==> src/rtl/template_match_scheduler_if.sv <==
// Bus bundle between the template match scheduler and its environment:
// run control/results, template memory read port and MAC handshake.
interface template_match_scheduler_if #(
  parameter int D_Len    = 32,
  parameter int Ele_Num  = 8,
  parameter int Num_Tmpl = 4
);
  localparam int AW = (Num_Tmpl > 1) ? $clog2(Num_Tmpl) : 1;
  localparam int VW = D_Len * Ele_Num;

  logic             start;
  logic [VW-1:0]    probe;
  logic [D_Len-1:0] threshold;
  logic             tmpl_rd_en;
  logic [AW-1:0]    tmpl_addr;
  logic [VW-1:0]    tmpl_rd_data;
  logic             mac_start;
  logic [VW-1:0]    mac_v1;
  logic [VW-1:0]    mac_v2;
  logic [D_Len-1:0] mac_result;
  logic             mac_done;
  logic             busy;
  logic             done;
  logic [AW-1:0]    best_idx;
  logic [D_Len-1:0] best_score;
  logic             match;
  logic             err;

  // Scheduler side: masters the template memory and the MAC.
  modport master (
    input  start, probe, threshold, tmpl_rd_data, mac_result, mac_done,
    output tmpl_rd_en, tmpl_addr, mac_start, mac_v1, mac_v2,
           busy, done, best_idx, best_score, match, err
  );

  // Environment side: host, template memory and MAC unit.
  modport slave (
    output start, probe, threshold, tmpl_rd_data, mac_result, mac_done,
    input  tmpl_rd_en, tmpl_addr, mac_start, mac_v1, mac_v2,
           busy, done, best_idx, best_score, match, err
  );
endinterface

==> src/rtl/template_match_scheduler.sv <==
// Sequences one probe against every enrolled template through an external
// MAC, keeps the best FP32 score and flags a match against a threshold.
module template_match_scheduler #(
  parameter int D_Len    = 32,
  parameter int Ele_Num  = 8,
  parameter int Num_Tmpl = 4,
  parameter int Timeout  = 1024
) (
  input logic                         clk,
  input logic                         rst,
  template_match_scheduler_if.master  bus
);
  localparam int AW = (Num_Tmpl > 1) ? $clog2(Num_Tmpl) : 1;
  localparam int VW = D_Len * Ele_Num;
  localparam int CW = $clog2(Timeout + 1);
  localparam logic [AW-1:0] LAST = AW'(Num_Tmpl - 1);
  localparam logic [CW-1:0] TMO  = CW'(Timeout);

  typedef enum logic [2:0] {
    IDLE, FETCH, LOAD, LAUNCH, WAIT_MAC, COMPARE, FINISH
  } state_e;

  // Maps FP32 to an unsigned key whose ordering is the numeric ordering;
  // both zeros map to the same key so +0 == -0.
  function automatic logic [D_Len-1:0] fp_key(input logic [D_Len-1:0] x);
    if (x[D_Len-2:0] == '0)  return {1'b1, {(D_Len-1){1'b0}}};
    else if (x[D_Len-1])     return ~x;
    else                     return {1'b1, x[D_Len-2:0]};
  endfunction

  state_e           state_q, state_d;
  logic [AW-1:0]    idx_q, idx_d;
  logic [CW-1:0]    cnt_q, cnt_d;
  logic [VW-1:0]    probe_q, probe_d;
  logic [VW-1:0]    tmpl_q, tmpl_d;
  logic [D_Len-1:0] thr_q, thr_d;
  logic [D_Len-1:0] score_q, score_d;
  logic [AW-1:0]    best_idx_q, best_idx_d;
  logic [D_Len-1:0] best_score_q, best_score_d;
  logic             match_q, match_d;
  logic             err_q, err_d;

  // State and datapath registers with synchronous reset.
  always_ff @(posedge clk) begin
    if (rst) begin
      state_q      <= IDLE;
      idx_q        <= '0;
      cnt_q        <= '0;
      probe_q      <= '0;
      tmpl_q       <= '0;
      thr_q        <= '0;
      score_q      <= '0;
      best_idx_q   <= '0;
      best_score_q <= '0;
      match_q      <= 1'b0;
      err_q        <= 1'b0;
    end else begin
      state_q      <= state_d;
      idx_q        <= idx_d;
      cnt_q        <= cnt_d;
      probe_q      <= probe_d;
      tmpl_q       <= tmpl_d;
      thr_q        <= thr_d;
      score_q      <= score_d;
      best_idx_q   <= best_idx_d;
      best_score_q <= best_score_d;
      match_q      <= match_d;
      err_q        <= err_d;
    end
  end

  // Next-state and datapath update; match is resolved on the way into
  // FINISH so it is valid alongside the done pulse.
  always_comb begin
    state_d      = state_q;
    idx_d        = idx_q;
    cnt_d        = cnt_q;
    probe_d      = probe_q;
    tmpl_d       = tmpl_q;
    thr_d        = thr_q;
    score_d      = score_q;
    best_idx_d   = best_idx_q;
    best_score_d = best_score_q;
    match_d      = match_q;
    err_d        = err_q;
    case (state_q)
      IDLE: if (bus.start) begin
        probe_d      = bus.probe;
        thr_d        = bus.threshold;
        idx_d        = '0;
        err_d        = 1'b0;
        match_d      = 1'b0;
        best_idx_d   = '0;
        best_score_d = '0;
        state_d      = FETCH;
      end
      FETCH: state_d = LOAD;
      LOAD: begin
        tmpl_d  = bus.tmpl_rd_data;
        state_d = LAUNCH;
      end
      LAUNCH: begin
        cnt_d   = '0;
        state_d = WAIT_MAC;
      end
      WAIT_MAC: begin
        if (bus.mac_done) begin
          score_d = bus.mac_result;
          state_d = COMPARE;
        end else begin
          cnt_d = cnt_q + CW'(1);
          if (cnt_d == TMO) begin
            err_d   = 1'b1;
            match_d = 1'b0;
            state_d = FINISH;
          end
        end
      end
      COMPARE: begin
        // Strictly-greater replacement keeps the lower index on ties.
        if (idx_q == '0 || fp_key(score_q) > fp_key(best_score_q)) begin
          best_score_d = score_q;
          best_idx_d   = idx_q;
        end
        if (idx_q == LAST) begin
          match_d = (fp_key(best_score_d) >= fp_key(thr_q));
          state_d = FINISH;
        end else begin
          idx_d   = idx_q + AW'(1);
          state_d = FETCH;
        end
      end
      FINISH:  state_d = IDLE;
      default: state_d = IDLE;
    endcase
  end

  assign bus.tmpl_rd_en = (state_q == FETCH);
  assign bus.tmpl_addr  = (state_q == FETCH) ? idx_q : '0;
  assign bus.mac_start  = (state_q == LAUNCH);
  assign bus.mac_v1     = probe_q;
  assign bus.mac_v2     = tmpl_q;
  assign bus.busy       = (state_q != IDLE) && (state_q != FINISH);
  assign bus.done       = (state_q == FINISH);
  assign bus.best_idx   = best_idx_q;
  assign bus.best_score = best_score_q;
  assign bus.match      = match_q;
  assign bus.err        = err_q;
endmodule

==> src/flat_wrapper.sv <==
// flat-port wrapper written by rule: the top's interface ports become plain ports
module template_match_scheduler_flat 
#(
  parameter int D_Len    = 32,
  parameter int Ele_Num  = 8,
  parameter int Num_Tmpl = 4,
  parameter int Timeout  = 1024
)
  (clk, rst, bus_start, bus_probe, bus_threshold, bus_tmpl_rd_data, bus_mac_result, bus_mac_done, bus_tmpl_rd_en, bus_tmpl_addr, bus_mac_start, bus_mac_v1, bus_mac_v2, bus_busy, bus_done, bus_best_idx, bus_best_score, bus_match, bus_err);
  template_match_scheduler_if #(.D_Len(D_Len), .Ele_Num(Ele_Num), .Num_Tmpl(Num_Tmpl)) bus_i ();
  input logic clk;
  input logic rst;
  input wire logic [$bits(bus_i.start)-1:0] bus_start;
  input wire logic [$bits(bus_i.probe)-1:0] bus_probe;
  input wire logic [$bits(bus_i.threshold)-1:0] bus_threshold;
  input wire logic [$bits(bus_i.tmpl_rd_data)-1:0] bus_tmpl_rd_data;
  input wire logic [$bits(bus_i.mac_result)-1:0] bus_mac_result;
  input wire logic [$bits(bus_i.mac_done)-1:0] bus_mac_done;
  output wire logic [$bits(bus_i.tmpl_rd_en)-1:0] bus_tmpl_rd_en;
  output wire logic [$bits(bus_i.tmpl_addr)-1:0] bus_tmpl_addr;
  output wire logic [$bits(bus_i.mac_start)-1:0] bus_mac_start;
  output wire logic [$bits(bus_i.mac_v1)-1:0] bus_mac_v1;
  output wire logic [$bits(bus_i.mac_v2)-1:0] bus_mac_v2;
  output wire logic [$bits(bus_i.busy)-1:0] bus_busy;
  output wire logic [$bits(bus_i.done)-1:0] bus_done;
  output wire logic [$bits(bus_i.best_idx)-1:0] bus_best_idx;
  output wire logic [$bits(bus_i.best_score)-1:0] bus_best_score;
  output wire logic [$bits(bus_i.match)-1:0] bus_match;
  output wire logic [$bits(bus_i.err)-1:0] bus_err;
  assign bus_i.start = bus_start;
  assign bus_i.probe = bus_probe;
  assign bus_i.threshold = bus_threshold;
  assign bus_i.tmpl_rd_data = bus_tmpl_rd_data;
  assign bus_i.mac_result = bus_mac_result;
  assign bus_i.mac_done = bus_mac_done;
  assign bus_tmpl_rd_en = bus_i.tmpl_rd_en;
  assign bus_tmpl_addr = bus_i.tmpl_addr;
  assign bus_mac_start = bus_i.mac_start;
  assign bus_mac_v1 = bus_i.mac_v1;
  assign bus_mac_v2 = bus_i.mac_v2;
  assign bus_busy = bus_i.busy;
  assign bus_done = bus_i.done;
  assign bus_best_idx = bus_i.best_idx;
  assign bus_best_score = bus_i.best_score;
  assign bus_match = bus_i.match;
  assign bus_err = bus_i.err;
  template_match_scheduler #(.D_Len(D_Len), .Ele_Num(Ele_Num), .Num_Tmpl(Num_Tmpl), .Timeout(Timeout)) u_core (.clk(clk), .rst(rst), .bus(bus_i));
endmodule
==> config.mk <==
export PLATFORM = sky130hd
export DESIGN_NAME = template_match_scheduler_flat
export DESIGN_NICKNAME = d
export VERILOG_FILES = /design/src/rtl/template_match_scheduler_if.sv /design/src/rtl/template_match_scheduler.sv /design/src/flat_wrapper.sv
export SDC_FILE = /design/constraint.sdc
export NUM_CORES = 2
export LEC_CHECK = 0
export ABC_AREA = 1
export BUFFER_PORTS_ARGS = -buffer_cell sky130_fd_sc_hd__buf_2
export CAP_MARGIN = 0
export CORE_AREA = 2 2 440 442
export CTS_BUF_LIST = sky130_fd_sc_hd__clkbuf_16
export DETAILED_ROUTE_END_ITERATION = 12
export DIE_AREA = 0 0 442 444
export PLACE_DENSITY_LB_ADDON = 0.25
export SETUP_SLACK_MARGIN = 0.15
export SKIP_CTS_REPAIR_TIMING = 1
export SYNTH_ARGS = -nofsm -noshare
export SYNTH_HDL_FRONTEND = slang
export SYNTH_SLANG_ARGS = --single-unit
==> constraint.sdc <==
create_clock -name clk -period 6.2 [get_ports clk]
set_input_delay 0.31 -clock clk [delete_from_list [all_inputs] [get_ports clk]]
set_output_delay 0.31 -clock clk [all_outputs]
set_load 0.01 [all_outputs]
==> impl_metrics.ini <==
[timing]
finalSetupTns_ns = 0
rsz0062_at_grt = false
fin_hold_ws_ns = -0.0246
maxSlewHeadroom = 0.183
worst_pin_slew_ns = 1.23
setup_viol = 0
fmax_mhz = 179
period_share = 0.903
final.setup_skew_ns = 0.0285
fin_crit_ns = 5.60
drv_slew = 0
hold_viol_final = 2

[worst_hold_path]
hold_depth = 3
min-delay-start = bus_threshold[21]
hold_path_class = in -> reg
min_to = u_core.thr_q[21]

[outcome]
status = finished with violations
violations = negative hold slack

[synth]
synth_cells = 3635
ys.flop_type = dfxtp_1
synth-async-reset-ratio = 0
synth.ff_latch_count = 628
synth_area_per_cell_um2 = 7.26
synth-seq-area-share = 0.476
ys_types = 34
synth_warnings = 0
synthesis.nets = 4282
synth_edf_count = 0
synth_area_um2 = 26400

[route]
routed_wl_mm = 164
antenna_left = 0
viasPerCell = 4.05
dr_total_vias = 31435
first_pass_iters = 5
drtIter0Drc = 2537
route.detailed.drc = 0
wire_per_inst_um = 21.1

[floorplanning]
io_pins = 1134
start_util = 0.138
dieWidth_um = 442
dieArea_um2 = 196000
core_um2 = 192000
rows = 161
die_h_um = 444

[critical_path]
start_kind = flip-flop
end_kind = flip-flop
worstReg2RegEnd = u_core.bus.match
cp_max_fo = 28
rr_worst_depth = 31
crit_type = reg -> reg
slowest_delay_ns = 0.47
cp.arrival_ns = 6.21
crit-reg2reg-launch = u_core.bus.best_score[11]
crit_required_ns = 6.81
slowest_stage = a2111oi_0
reg2reg_slack_ns = 0.60
critical_path.most_common_cell = nand2_1

[place]
hpwlAfterDp_mm = 126
place_congestion = 0.954
numPortBuffers = 1133
place_area_um2 = 34500

[cells_and_area]
seqCellArea_um2 = 12600
nets = 5775
multi_input_area_um2 = 12100
drive_gt1_frac = 0.252
final_area_um2 = 42500
syn_to_final_growth_pct = 61.1
fillerInstances = 21567

[cts]
htreeDepth = 3
root_buffer = clkbuf_16
cts_tree = built
numCtsBuffers = 85
clkSinkCount = 628
clk_latency_ns = 0.73
path_clk_slew_ns = 0.06
cts.path.max_buffers = 3

[power_and_ir_drop]
cellPowerDensity_nw_per_um2 = 299
power.total_mw = 12.7
leakage_nw = 19.7
ir_drop_mv = 0.190

[grt]
overflow = 0
grt_pass1_wl_mm = 223
track_usage = 0.157
antenna_found_initial = 91
grt_max_degree = 206
grt_pass1_vias = 28348

[run]
drv_cap = 0
==> where the power goes <==
part           total, mW  internal [mW]  switching, mW
Combinational       3.12           1.08           2.04
Sequential          4.73           4.48          0.248
Clock               4.85           2.69           2.16
==> how the worst max path moves through the flow <==
| stage | depth (start not counted) | slack, ns | endpoint | from |
|---|---|---|---|---|
| after floorplan | 39 | 1.86 | u_core.bus.match | u_core.score_q[16] |
| after global placement | 32 | 0.43 | u_core.bus.match | u_core.bus.best_score[22] |
| after detailed placement | 32 | 0.21 | u_core.bus.match | u_core.bus.best_score[29] |
| after CTS | 32 | 0.18 | u_core.bus.match | u_core.bus.best_score[29] |
| after global routing | 38 | 0.17 | u_core.bus.match | u_core.bus.best_score[29] |
| final | 31 | 0.60 | u_core.bus.match | u_core.bus.best_score[11] |
==> flip-flops by register name (all words and copies together) (netlist names) <==
name / count
u_core.bus.mac_v1: 256
u_core.bus.mac_v2: 256
u_core.bus.best_score: 32
u_core.score_q: 32
u_core.thr_q: 32
u_core.cnt_q: 11
u_core.state_q: 3
u_core.bus.best_idx: 2
u_core.idx_q: 2
u_core.bus.err: 1
u_core.bus.match: 1
==> area by class of cell <==
| cell class | count | share of cell area |
|---|---|---|
| tap | 2526 | 0.0743 |
| antenna | 44 | 0.00259 |
| timing repair inverter | 1 | 0.000177 |
| inverter | 172 | 0.0156 |
| multi-input combinational | 2556 | 0.284 |
| timing repair buffer | 1684 | 0.264 |
| clock inverter | 71 | 0.0132 |
| clock buffer | 85 | 0.0500 |
| sequential | 628 | 0.296 |
==> per-stage QoR <==
| stage | worst slack (ns) | util | cells | hold WS [ns] |
|---|---|---|---|---|
| 3_3_place_gp | 0.426 | 0.180 | 7044 | 0.446 |
| 3_5_place_dp | 0.209 | 0.180 | 7044 | 0.449 |
| 6_report | 0.598 | 0.222 | 7767 | -0.0246 |
| 5_1_grt | 0.169 | 0.222 | 7758 | 0.000228 |
| 4_1_cts | 0.176 | 0.194 | 7200 | -0.296 |
| 2_1_floorplan | 1.86 | - | 3635 | 0.445 |
==> worst max-delay path, delay by kind of cell, from the launching register on <==
family	cells	cell delay, ns
AOI/OAI and AO/OA	7	1.13
buffers and inverters	5	1.10
and+or+nand+nor	17	2.21
adders and majority gates	2	0.60
DFF	1	0.39
==> cells in the mapped netlist (all sizes together) (4+ instances only) <==
cell | instances | area, µm²
ha | 67 | 838
clkbuf | 257 | 965
nand3 | 295 | 1480
buf | 22 | 174
nand2 | 548 | 2060
nor4 | 22 | 138
o21ai | 397 | 1990
nor2 | 691 | 2600
xor2 | 33 | 289
dfxtp | 628 | 12600
nor3 | 11 | 55.1
o22ai | 4 | 25.0
inv | 171 | 642
a21oi | 452 | 2300
a211oi | 4 | 30.0
nand4 | 17 | 106
o21a | 4 | 30.0
==> kinds of logic after synthesis <==
| group | share of synthesized area |
|---|---|
| AND/OR/NAND/NOR | 0.244 |
| flip-flops | 0.476 |
| AO/OA/AOI/OAI | 0.168 |
| buffers and inverters | 0.0676 |
| XOR/XNOR | 0.0119 |
| adder cells (fa/ha/maj) | 0.0318 |
==> cell usage in the layout (no fill, tap or decap), types with 2 or more instances in the layout <==
| cell type | instances |
|---|---|
| clkinv_4 | 2 |
| nand2_4 | 2 |
| nor2_4 | 4 |
| clkinv_8 | 3 |
| dfxtp_1 | 628 |
| bufinv_16 | 4 |
| dlygate4sd3_1 | 517 |
| nor4_2 | 2 |
| nand2_1 | 545 |
| clkinv_1 | 20 |
| a21oi_2 | 10 |
| nor3_1 | 11 |
| buf_2 | 1131 |
| buf_12 | 9 |
| clkinvlp_4 | 7 |
| nand4_1 | 17 |
| ha_1 | 67 |
| inv_1 | 188 |
| clkinv_16 | 3 |
| a22oi_1 | 2 |
| a21oi_1 | 442 |
| clkinv_2 | 12 |
| clkbuf_16 | 85 |
| buf_8 | 2 |
| o22ai_1 | 4 |
| inv_8 | 3 |
| xnor2_1 | 3 |
| o21a_1 | 4 |
| o21ai_1 | 4 |
| nor2_1 | 686 |
| o21ai_0 | 393 |
| nand3_1 | 295 |
| nor4_1 | 20 |
| buf_4 | 23 |
| a211oi_1 | 4 |
| diode_2 | 44 |
| xor2_1 | 33 |
==> routing by layer <==
metal	GRT usage	vias to the layer above	part of all wire	wire length, µm
li1	-	15008	-	-
met1	0.189	15063	0.41	67500
met2	0.268	1058	0.49	81100
met3	0.0417	272	0.063	10300
met4	0.0554	34	0.030	4920
met5	0	-	0.0014	224
Power figures use the tool's default switching activity.
